==> src/rtl/mips_pkg.sv <==
// Shared definitions for the forwarding MIPS pipeline: opcode/funct
// encodings, the internal ALU operation type, the bubble instruction and
// the fetch increment.
package mips_pkg;

    // Primary opcodes
    localparam logic [5:0] OP_SPECIAL = 6'h00;
    localparam logic [5:0] OP_ADDIU   = 6'h09;
    localparam logic [5:0] OP_ANDI    = 6'h0C;
    localparam logic [5:0] OP_ORI     = 6'h0D;
    localparam logic [5:0] OP_XORI    = 6'h0E;
    localparam logic [5:0] OP_LUI     = 6'h0F;

    // SPECIAL funct codes
    localparam logic [5:0] FN_ADDU = 6'h21;
    localparam logic [5:0] FN_SUBU = 6'h23;
    localparam logic [5:0] FN_AND  = 6'h24;
    localparam logic [5:0] FN_OR   = 6'h25;
    localparam logic [5:0] FN_XOR  = 6'h26;

    typedef enum logic [2:0] {
        ALU_NOP,
        ALU_AND,
        ALU_OR,
        ALU_XOR,
        ALU_ADD,
        ALU_SUB,
        ALU_LUI
    } aluop_t;

    // All-zero word decodes as a NOP (SPECIAL, funct 0 is unsupported)
    localparam logic [31:0] INSTR_NOP = 32'h0000_0000;

    localparam int unsigned PC_INC = 4;

endpackage

==> src/rtl/regfile_bypass.sv <==
// Architectural register file with two read ports and one write port.
// Register 0 is hardwired to zero. A read of the index being written in the
// same cycle returns the write data (write-through), so the write-back stage
// never needs a separate bypass path in decode.
//   i_clk, i_rst_n        : clock, asynchronous active-low reset (clears all)
//   i_we/i_waddr/i_wdata  : write port, committed on the rising edge
//   i_raddr_a/b, o_rdata_a/b : combinational read ports
module regfile_bypass #(
    parameter  int DATA_W = 32,
    parameter  int NREG   = 32,
    localparam int REG_AW = $clog2(NREG)
) (
    input  logic              i_clk,
    input  logic              i_rst_n,
    input  logic              i_we,
    input  logic [REG_AW-1:0] i_waddr,
    input  logic [DATA_W-1:0] i_wdata,
    input  logic [REG_AW-1:0] i_raddr_a,
    input  logic [REG_AW-1:0] i_raddr_b,
    output logic [DATA_W-1:0] o_rdata_a,
    output logic [DATA_W-1:0] o_rdata_b
);

    logic [NREG-1:0][DATA_W-1:0] r_regs;

    always_ff @(posedge i_clk or negedge i_rst_n) begin
        if (!i_rst_n) begin
            r_regs <= '0;
        end else if (i_we && (i_waddr != '0)) begin
            r_regs[i_waddr] <= i_wdata;
        end
    end

    always_comb begin
        o_rdata_a = '0;
        o_rdata_b = '0;
        if (i_raddr_a != '0) begin
            o_rdata_a = (i_we && (i_waddr == i_raddr_a)) ? i_wdata : r_regs[i_raddr_a];
        end
        if (i_raddr_b != '0) begin
            o_rdata_b = (i_we && (i_waddr == i_raddr_b)) ? i_wdata : r_regs[i_raddr_b];
        end
    end

endmodule

==> src/rtl/mips_pipe_fwd.sv <==
// Five-stage (IF/ID/EX/MEM/WB) MIPS integer core with full result
// forwarding into ID, an external stall and a write-back observation port.
//   clk, rst        : clock, asynchronous active-low reset
//   rom_data_i      : instruction at rom_addr_o (combinational ROM)
//   rom_addr_o      : fetch address (PC register)
//   rom_ce_o        : ROM chip enable, rises on the first edge after reset
//   stall_i         : hold PC and IF/ID, inject a bubble into EX
//   wb_we_o/wb_waddr_o/wb_wdata_o : write-back stage contents
module mips_pipe_fwd import mips_pkg::*; #(
    parameter  int DATA_W = 32,
    parameter  int NREG   = 32,
    parameter  int PC_W   = 32,
    localparam int REG_AW = $clog2(NREG)
) (
    input  logic              clk,
    input  logic              rst,
    input  logic [31:0]       rom_data_i,
    output logic [PC_W-1:0]   rom_addr_o,
    output logic              rom_ce_o,
    input  logic              stall_i,
    output logic              wb_we_o,
    output logic [REG_AW-1:0] wb_waddr_o,
    output logic [DATA_W-1:0] wb_wdata_o
);

    // ---------------- pipeline registers ----------------
    logic [PC_W-1:0]   r_pc;
    logic              r_ce;
    logic [31:0]       r_ifid_instr;

    aluop_t            r_idex_op;
    logic [DATA_W-1:0] r_idex_a;
    logic [DATA_W-1:0] r_idex_b;
    logic              r_idex_we;
    logic [REG_AW-1:0] r_idex_waddr;

    logic              r_exmem_we;
    logic [REG_AW-1:0] r_exmem_waddr;
    logic [DATA_W-1:0] r_exmem_data;

    logic              r_memwb_we;
    logic [REG_AW-1:0] r_memwb_waddr;
    logic [DATA_W-1:0] r_memwb_data;

    // ---------------- decode fields ----------------
    logic [5:0]        w_op;
    logic [5:0]        w_funct;
    logic [REG_AW-1:0] w_rs;
    logic [REG_AW-1:0] w_rt;
    logic [REG_AW-1:0] w_rd;
    logic [15:0]       w_imm;
    logic [63:0]       w_zx64;
    logic [63:0]       w_sx64;
    logic [63:0]       w_lui64;

    assign w_op    = r_ifid_instr[31:26];
    assign w_funct = r_ifid_instr[5:0];
    assign w_rs    = r_ifid_instr[21 +: REG_AW];
    assign w_rt    = r_ifid_instr[16 +: REG_AW];
    assign w_rd    = r_ifid_instr[11 +: REG_AW];
    assign w_imm   = r_ifid_instr[15:0];

    // Built at 64 bits and cut to DATA_W so narrow datapaths truncate LUI
    assign w_zx64  = {48'b0, w_imm};
    assign w_sx64  = {{48{w_imm[15]}}, w_imm};
    assign w_lui64 = {32'b0, w_imm, 16'b0};

    // Fields not every configuration consumes
    logic w_unused_bits;
    assign w_unused_bits = ^{r_ifid_instr, w_zx64, w_sx64, w_lui64};

    aluop_t            w_dec_op;
    logic              w_dec_valid;
    logic              w_dec_we;
    logic [REG_AW-1:0] w_dec_waddr;
    logic              w_use_imm;
    logic [DATA_W-1:0] w_imm_val;

    always_comb begin
        w_dec_op    = ALU_NOP;
        w_dec_valid = 1'b0;
        w_dec_waddr = '0;
        w_use_imm   = 1'b0;
        w_imm_val   = '0;
        case (w_op)
            OP_SPECIAL: begin
                w_dec_valid = 1'b1;
                w_dec_waddr = w_rd;
                case (w_funct)
                    FN_AND:  w_dec_op = ALU_AND;
                    FN_OR:   w_dec_op = ALU_OR;
                    FN_XOR:  w_dec_op = ALU_XOR;
                    FN_ADDU: w_dec_op = ALU_ADD;
                    FN_SUBU: w_dec_op = ALU_SUB;
                    default: begin
                        w_dec_valid = 1'b0;
                        w_dec_waddr = '0;
                    end
                endcase
            end
            OP_ANDI, OP_ORI, OP_XORI: begin
                w_dec_valid = 1'b1;
                w_dec_waddr = w_rt;
                w_use_imm   = 1'b1;
                w_imm_val   = w_zx64[DATA_W-1:0];
                w_dec_op    = (w_op == OP_ANDI) ? ALU_AND :
                              (w_op == OP_ORI)  ? ALU_OR  : ALU_XOR;
            end
            OP_ADDIU: begin
                w_dec_valid = 1'b1;
                w_dec_waddr = w_rt;
                w_use_imm   = 1'b1;
                w_imm_val   = w_sx64[DATA_W-1:0];
                w_dec_op    = ALU_ADD;
            end
            OP_LUI: begin
                w_dec_valid = 1'b1;
                w_dec_waddr = w_rt;
                w_use_imm   = 1'b1;
                w_imm_val   = w_lui64[DATA_W-1:0];
                w_dec_op    = ALU_LUI;
            end
            default: ;
        endcase
        // A register-0 destination still flows down the pipe, just never commits
        w_dec_we = w_dec_valid && (w_dec_waddr != '0);
    end

    // ---------------- register file ----------------
    logic [DATA_W-1:0] w_rf_a;
    logic [DATA_W-1:0] w_rf_b;

    regfile_bypass #(
        .DATA_W (DATA_W),
        .NREG   (NREG)
    ) u_rf (
        .i_clk     (clk),
        .i_rst_n   (rst),
        .i_we      (r_memwb_we),
        .i_waddr   (r_memwb_waddr),
        .i_wdata   (r_memwb_data),
        .i_raddr_a (w_rs),
        .i_raddr_b (w_rt),
        .o_rdata_a (w_rf_a),
        .o_rdata_b (w_rf_b)
    );

    // ---------------- EX ALU ----------------
    logic [DATA_W-1:0] w_ex_result;

    always_comb begin
        w_ex_result = '0;
        case (r_idex_op)
            ALU_AND: w_ex_result = r_idex_a & r_idex_b;
            ALU_OR:  w_ex_result = r_idex_a | r_idex_b;
            ALU_XOR: w_ex_result = r_idex_a ^ r_idex_b;
            ALU_ADD: w_ex_result = r_idex_a + r_idex_b;
            ALU_SUB: w_ex_result = r_idex_a - r_idex_b;
            ALU_LUI: w_ex_result = r_idex_b;
            default: w_ex_result = '0;
        endcase
    end

    // ---------------- ID operand forwarding ----------------
    // Youngest producer wins: EX, then MEM; the WB stage is covered by the
    // register file write-through. Recomputed every cycle, so a held ID
    // instruction picks up whatever stage its producer has moved to.
    logic [DATA_W-1:0] w_fwd_a;
    logic [DATA_W-1:0] w_fwd_b;

    always_comb begin
        w_fwd_a = w_rf_a;
        if (w_rs == '0)                                  w_fwd_a = '0;
        else if (r_idex_we && (r_idex_waddr == w_rs))    w_fwd_a = w_ex_result;
        else if (r_exmem_we && (r_exmem_waddr == w_rs))  w_fwd_a = r_exmem_data;

        w_fwd_b = w_rf_b;
        if (w_rt == '0)                                  w_fwd_b = '0;
        else if (r_idex_we && (r_idex_waddr == w_rt))    w_fwd_b = w_ex_result;
        else if (r_exmem_we && (r_exmem_waddr == w_rt))  w_fwd_b = r_exmem_data;
    end

    // ---------------- sequential ----------------
    always_ff @(posedge clk or negedge rst) begin
        if (!rst) begin
            r_pc          <= '0;
            r_ce          <= 1'b0;
            r_ifid_instr  <= INSTR_NOP;
            r_idex_op     <= ALU_NOP;
            r_idex_a      <= '0;
            r_idex_b      <= '0;
            r_idex_we     <= 1'b0;
            r_idex_waddr  <= '0;
            r_exmem_we    <= 1'b0;
            r_exmem_waddr <= '0;
            r_exmem_data  <= '0;
            r_memwb_we    <= 1'b0;
            r_memwb_waddr <= '0;
            r_memwb_data  <= '0;
        end else begin
            r_ce <= 1'b1;

            // IF: the cycle with ce low presents no instruction, so load a bubble
            if (!stall_i) begin
                r_ifid_instr <= r_ce ? rom_data_i : INSTR_NOP;
                if (r_ce) begin
                    r_pc <= r_pc + PC_W'(PC_INC);
                end
            end

            // ID -> EX: a stall keeps the instruction in ID and sends a bubble on
            if (stall_i) begin
                r_idex_op    <= ALU_NOP;
                r_idex_a     <= '0;
                r_idex_b     <= '0;
                r_idex_we    <= 1'b0;
                r_idex_waddr <= '0;
            end else begin
                r_idex_op    <= w_dec_op;
                r_idex_a     <= w_fwd_a;
                r_idex_b     <= w_use_imm ? w_imm_val : w_fwd_b;
                r_idex_we    <= w_dec_we;
                r_idex_waddr <= w_dec_waddr;
            end

            // EX -> MEM -> WB always advance
            r_exmem_we    <= r_idex_we;
            r_exmem_waddr <= r_idex_waddr;
            r_exmem_data  <= w_ex_result;

            r_memwb_we    <= r_exmem_we;
            r_memwb_waddr <= r_exmem_waddr;
            r_memwb_data  <= r_exmem_data;
        end
    end

    assign rom_addr_o = r_pc;
    assign rom_ce_o   = r_ce;
    assign wb_we_o    = r_memwb_we;
    assign wb_waddr_o = r_memwb_waddr;
    assign wb_wdata_o = r_memwb_data;

endmodule

==> config.mk <==
export PLATFORM = sky130hd
export DESIGN_NAME = mips_pipe_fwd
export DESIGN_NICKNAME = d
export VERILOG_FILES = /design/src/rtl/mips_pkg.sv /design/src/rtl/regfile_bypass.sv /design/src/rtl/mips_pipe_fwd.sv
export SDC_FILE = /design/constraint.sdc
export NUM_CORES = 2
export LEC_CHECK = 0
export ABC_AREA = 1
export BUFFER_PORTS_ARGS = -buffer_cell sky130_fd_sc_hd__clkbuf_2
export CORE_UTILIZATION = 50
export DETAILED_ROUTE_END_ITERATION = 16
export MAX_ROUTING_LAYER = met4
export PLACE_DENSITY = 0.76
export SYNTH_ARGS = -nofsm -noshare
export SYNTH_HDL_FRONTEND = slang
export SYNTH_SLANG_ARGS = --single-unit
export TNS_END_PERCENT = 30
==> constraint.sdc <==
create_clock -name clk -period 7.6 [get_ports clk]
set_input_delay 0.38 -clock clk [delete_from_list [all_inputs] [get_ports clk]]
set_output_delay 0.38 -clock clk [all_outputs]
set_load 0.02 [all_outputs]
# Word-level counts from Yosys, hierarchy flattened

Cells that the tools add are included.

Add/sub/neg operators: 3
$lt $le $gt $ge: 4
Eq/ne operators: 22
Multiplexer cells: 35
Bitwise operators: 4
Reduce and logical (&&, ||, !) cells: 20

Operator list:

| operator                | number |
|---|---|
| $bwmux W1024            | 1 |
| $mux W32                | 17 |
| $bmux W32 S5            | 2 |
| $pmux W32 S6            | 1 |
| $demux W32 S5           | 1 |
| $pmux W32 S3            | 1 |
| $add A32 B3 Y32 const B | 1 |
| $add A32 B32 Y32        | 1 |
| $and A32 B32 Y32        | 1 |
| $or A32 B32 Y32         | 1 |
| $sub A32 B32 Y32        | 1 |
| $xor A32 B32 Y32        | 1 |
| $eq A5 B5 Y1            | 6 |
| $eq A6 B4 Y1 const B    | 5 |
| $eq A6 B6 Y1 const B    | 5 |
| $reduce_bool A5 Y1      | 4 |
| $lt A5 B6 Y1 const B    | 3 |
| $pmux W3 S5             | 1 |
| $pmux W3 S4             | 1 |
| $logic_not A5 Y1        | 2 |
| $mux W5                 | 2 |
| $pmux W5 S2             | 1 |
| $reduce_or A5 Y1        | 2 |
| $eq A3 B3 Y1 const B    | 3 |
| 12 further kinds        | 24 |

Register bits after elaboration: 1238
Input bits: 35

# Depth between registers and ports, before layout

Depth after elaboration: 9
Gate-level depth with buffers: 25

# Cells and area by module

A second synthesis with hierarchy kept.

Cell total of the unflattened synthesis: 10692
Area total of the unflattened synthesis: 73235.2 um2

By module, submodules not included:

| module         | instances | cells an instance | area each (um2) |
|---|---|---|---|
| regfile_bypass | 1         | 8764              | 59085.4 |
| mips_pipe_fwd  | 1         | 1928              | 14149.8 |

# Worst setup path after synthesis

OpenSTA, ideal clock, no wires.

Kind: register to register
Start: register r_idex_b[0]
End: register r_idex_b[23]
Setup time: 0.078 ns
Arrival: 3.189 ns
Data required time: 7.522 ns
Path slack: 4.333 ns
Cell stages (with the launch flop): 24
Path through: dfrtp_1 -> inv_1 -> ha_1 -> nand4_1 -> nor3_1 -> nand3_1 -> nor2_1 -> a21oi_1 -> a21oi_1 -> xor2_1 -> ha_1 -> nand2_1 -> inv_1 -> a21oi_1 -> nand2_1 -> inv_1 -> nand3_1 -> nand2_1 -> nand2_1 -> o21ai_0 -> nand2_1 -> nand2_1 -> nand2_1 -> a21oi_1

Longest elaborated chain between the ends: 6
Elaborated cells on any way between the ends: 7

Ends and longest elaborated chain:

| item                                                 | line                                       | text |
|---|---|---|
| start, declared                                      | mips_pipe_fwd.sv:33                        | `logic [DATA_W-1:0] r_idex_b;` |
| start signal, assigned                               | mips_pipe_fwd.sv:221                       | `r_idex_b <= w_use_imm ? w_imm_val : w_fwd_b;` |
| $sub A32 B32 Y32 or $add A32 B32 Y32 (tied branches) | mips_pipe_fwd.sv:158, mips_pipe_fwd.sv:157 |  |
| $pmux W32 S6 *                                       | mips_pipe_fwd.sv:153                       | `case (r_idex_op)` |
| named net w_ex_result[23]                            | mips_pipe_fwd.sv:149                       | `logic [DATA_W-1:0] w_ex_result;` |
| $mux W32 *                                           | mips_pipe_fwd.sv:179                       | `else if (r_idex_we && (r_idex_waddr == w_rt)) w_fwd_b = w_ex_result;` |
| $mux W32 *                                           | mips_pipe_fwd.sv:178                       | `if (w_rt == '0) w_fwd_b = '0;` |
| $mux W32 *                                           | mips_pipe_fwd.sv:221                       |  |
| $mux W32 *                                           | mips_pipe_fwd.sv:212                       | `if (stall_i) begin` |

The timed path passes the listed nets; every way through them passes the cells marked *.
A chain may end at the register's enable or synchronous reset.

# Worst setup path after layout

Start: register r_idex_op[2]
End: register r_idex_b[23]

Longest elaborated chain between the ends: 6
Elaborated cells on any way between the ends: 11

Ends and longest elaborated chain:

| item                                 | line                 | text |
|---|---|---|
| start, declared                      | mips_pipe_fwd.sv:31  | `aluop_t r_idex_op;` |
| start signal, assigned               | mips_pipe_fwd.sv:219 | `r_idex_op <= w_dec_op;` |
| $eq A3 B3 Y1 (tied with other cells) | mips_pipe_fwd.sv:153 |  |
| $pmux W32 S6 *                       | mips_pipe_fwd.sv:153 |  |
| named net w_ex_result[23]            | mips_pipe_fwd.sv:149 |  |
| $mux W32 *                           | mips_pipe_fwd.sv:179 |  |
| $mux W32 *                           | mips_pipe_fwd.sv:178 |  |
| $mux W32 *                           | mips_pipe_fwd.sv:221 |  |
| $mux W32 *                           | mips_pipe_fwd.sv:212 |  |

Marks and branches as above.

==> results.sh <==
export IMPL_ir_drop_uv=271.9
export IMPL_synth_area_per_cell_um2=7.184
export IMPL_cts_sinks=1236
export IMPL_rsz0062_at_grt="no"
export IMPL_multiInputGateArea_um2=33920
export IMPL_setup_viol=0
export IMPL_io_buffers=103
export IMPL_post_route_period_util_pct=58.01
export IMPL_grt_util_met1_pct=47.29
export IMPL_placementRows=136
export IMPL_antenna_left=0
export IMPL_gp_congestion=0.9724
export IMPL_synth_seq_area_share_pct=44.17
export IMPL_synthCells=9746
export IMPL_finalCriticalPeriod_ns=4.409
export IMPL_post_cts_setup_buffers=0
export IMPL_required_ns=8.31
export IMPL_die_w_um=376.2
export IMPL_synth_ff_type="dfrtp_1"
export IMPL_clk_latency_ns=0.80
export IMPL_gr_total_overflow=0
export IMPL_use_met3_pct=10.22
export IMPL_grt_pass1_wl_mm=401.6
export IMPL_synth_area_um2=70020
export IMPL_hold_class="in -> async"
export IMPL_die_y_um=376.2
export IMPL_clockBufferDepth=3
export IMPL_die_area_um2=141500
export IMPL_dp_hpwl_mm=142.9
export IMPL_critPathArrivalTime_ns=5.12
export IMPL_max_freq_ghz=0.2268
export IMPL_finalHoldViolCount=0
export IMPL_cp_top_family="simple AND/OR/NAND/NOR gates"
export IMPL_synthArstFlopShare_pct=100.0
export IMPL_synth_ff_latch_count=1236
export IMPL_num_fill_cells=12865
export IMPL_core_area_um2=138200
export IMPL_clk_transition_reported_paths_ns=0.06
export IMPL_cp_cell_sequence="inv_1, nor2_1, buf_4, nand2_1, inv_1, a21oi_1, a21oi_1, xor2_1, ha_1, nand2_1, inv_1, a21oi_1, nand2_1, inv_1, nand3_1, nand2_1, nand2_1, o21ai_0, nand2_1, nand2_1, nand2_1, a21oi_1"
export IMPL_drive_above_1_share_pct=4.994
export IMPL_grt_antenna_before_repair=8
export IMPL_worstMarginPinSlew_ns=1.303
export IMPL_p_per_area_nw_per_um2=218.8
export IMPL_gr_max_usage_layer="met2"
export IMPL_power_total_mw=16.49
export IMPL_cts_made_buffers=134
export IMPL_finalSetupTns_ns=0
export IMPL_yosys_warnings=0
export IMPL_outcome="complete, no violations"
export IMPL_grt_pass1_vias=66897
export IMPL_cts_root_buf="clkbuf_16"
export IMPL_drv_slew=0
export IMPL_drt_iter0_drc=11265
export IMPL_drv_cap=0
export IMPL_vias_per_cell=6.320
export IMPL_cpPeakStageDelay_ns=0.54
export IMPL_dr_pass1_iters=9
export IMPL_crit_top_cell="nand2_1"
export IMPL_totalWireLength_mm=264.7
export IMPL_pin_count=106
export IMPL_register_area_um2=30960
export IMPL_h_tree_depth=4
export IMPL_slowest_stage="inv_1"
export IMPL_grt_use_met2_pct=54.22
export IMPL_start_util_pct=50.67
export IMPL_critPathBufInv=5
export IMPL_crit_path_end_kind="flop"
export IMPL_grt_max_degree=232
export IMPL_worst_slew_margin_rel_pct=13.13
export IMPL_crit_fanout=22
export IMPL_synth_edf_count=0
export IMPL_wl_per_cell_um=23.51
export IMPL_leakage_nw=33.86
export IMPL_remaining_drc_errors=0
export IMPL_cts_tree="yes"
export IMPL_area_delta_synth_final_pct=7.632
export IMPL_vias=71165
export IMPL_crit_type="reg -> reg"
export IMPL_ys_types=52
export IMPL_finClkSkew_ns=0.03301
export IMPL_start_kind="flop"
export IMPL_grt_use_total_pct=37.92
export IMPL_nets=9424
[cell usage after synthesis, types with 16 or more instances]
master,instances,area [µm²]
nor2_1,620,2327
o21ai_1,84,420.4
buf_1,63,236.5
inv_2,18,67.56
buf_2,152,760.7
xor2_1,52,455.4
inv_1,493,1851
nor3_1,25,125.1
o211ai_1,121,908.4
a21oi_1,437,2187
clkbuf_1,531,1993
dfrtp_1,1236,30930
nand2_1,2832,10630
a221oi_1,29,254.0
o22ai_1,147,919.6
nand3_1,1033,5170
ha_1,97,1214
o221ai_1,51,446.7
buf_4,41,307.8
nand4_1,16,100.1
o21ai_0,1563,7823
[worst register-to-register path: stages (launching register included)]
cell	delay, ns
dfrtp_1	0.36
inv_1	0.08
nor2_1	0.09
buf_4	0.31
nand2_1	0.48
inv_1	0.54
a21oi_1	0.17
a21oi_1	0.22
xor2_1	0.21
ha_1	0.31
nand2_1	0.15
inv_1	0.07
a21oi_1	0.16
nand2_1	0.09
inv_1	0.05
nand3_1	0.11
nand2_1	0.08
nand2_1	0.04
o21ai_0	0.44
nand2_1	0.09
nand2_1	0.08
nand2_1	0.05
a21oi_1	0.14
[final cells by class]
class,count,area share [%]
antenna,6,0.01992
clock buffer,210,5.512
clock inverter,27,0.5263
inverter,519,2.645
multi-input combinational,7190,45.01
sequential,1236,41.09
tap,1863,3.093
timing repair buffer,210,2.105
[through the flow]
step / cells / setup slack [ns] / hold slack, ns / util (%) / area, µm²
6_report: 11261 / 3.191 / 0.2347 / 54.54 / 75360
5_1_grt: 11261 / 2.721 / 0.3109 / 54.54 / 75360
3_5_place_dp: 10985 / 3.255 / 0.3599 / 51.00 / 70470
2_1_floorplan: 9747 / 4.333 / 0.08441 / - / 70020
3_3_place_gp: 10984 / 3.171 / 0.3640 / 50.99 / 70450
4_1_cts: 11255 / 3.226 / 0.2459 / 54.53 / 75350
[power by group]
| group | switching (mW) | internal (mW) |
|---|---|---|
| logic | 2.05 | 0.759 |
| registers | 0.197 | 6.66 |
| clock network | 2.83 | 3.99 |
[path summary, 6_finish.rpt]
check	startpoint	end	slack (ns)	cells past startpoint
max in group asynchronous	rst	r_ifid_instr[22]	5.17	4
hold / removal	rst	u_rf.r_regs[857]	0.23	2
setup / recovery	r_idex_op[2]	r_idex_b[23]	3.19	22
min in group clk	rom_data_i[9]	r_ifid_instr[9]	0.34	4
hold reg to reg	r_exmem_data[12]	wb_wdata_o[12]	0.36	0
setup reg to reg	r_idex_op[2]	r_idex_b[23]	3.19	22
[per-layer routing]
| metal | vias to the layer above | wire length (µm) |
|---|---|---|
| li1 | 31426 | - |
| met1 | 33314 | 97300 |
| met2 | 5199 | 111500 |
| met3 | 1226 | 35910 |
| met4 | 0 | 20000 |
| met5 | - | 0 |
[cell usage in the layout (no fill, tap or decap), types with 6 or more instances in the layout]
cell type         n
clkbuf_2        102
dlygate4sd3_1    33
clkbuf_8         43
a21oi_1         437
o22ai_1         147
o211ai_1        121
nor3_1           24
nor2_1          617
o31ai_1          11
clkbuf_1         29
xor2_1           52
nor4_1            6
bufinv_16         7
xnor2_1          12
clkinv_2         12
ha_1             97
o221ai_1         51
nand4_1          16
inv_1           490
buf_4            60
clkbuf_16       138
nor3_2            6
dfrtp_4           8
clkinv_8          6
diode_2           6
dfrtp_1        1226
nand3_1        1032
o21ai_1          84
a221oi_1         29
nand2_1        2806
inv_2            14
nand2_4          26
o21ai_0        1563
clkinv_1          7
buf_12           14
[registers in the layout (all words and copies together) (netlist names), 3 cells and up]
| register | flops |
|---|---|
| wb_wdata_o | 32 |
| r_idex_a | 32 |
| u_rf.r_regs | 1024 |
| r_idex_b | 32 |
| rom_addr_o | 30 |
| r_idex_waddr | 5 |
| r_exmem_waddr | 5 |
| wb_waddr_o | 5 |
| r_ifid_instr | 32 |
| r_idex_op | 3 |
| r_exmem_data | 32 |
[cells by family after synthesis]
| group | after synthesis | share of synthesized area [%] |
|---|---|---|
| compound gates | 2466 | 18.88 |
| other cells | 2 | 0.01073 |
| flops | 1236 | 44.17 |
| fa+ha+maj | 98 | 1.762 |
| simple gates | 4559 | 26.62 |
| xor+xnor | 64 | 0.8006 |
| buf+inv | 1321 | 7.743 |
[what timing repair did]
action / CTS / global route
hold endpoints to repair: 152 / 0
hold buffers: 33 / 0
gates resized for setup: 0 / 0
(Power assumes the default switching activity.)
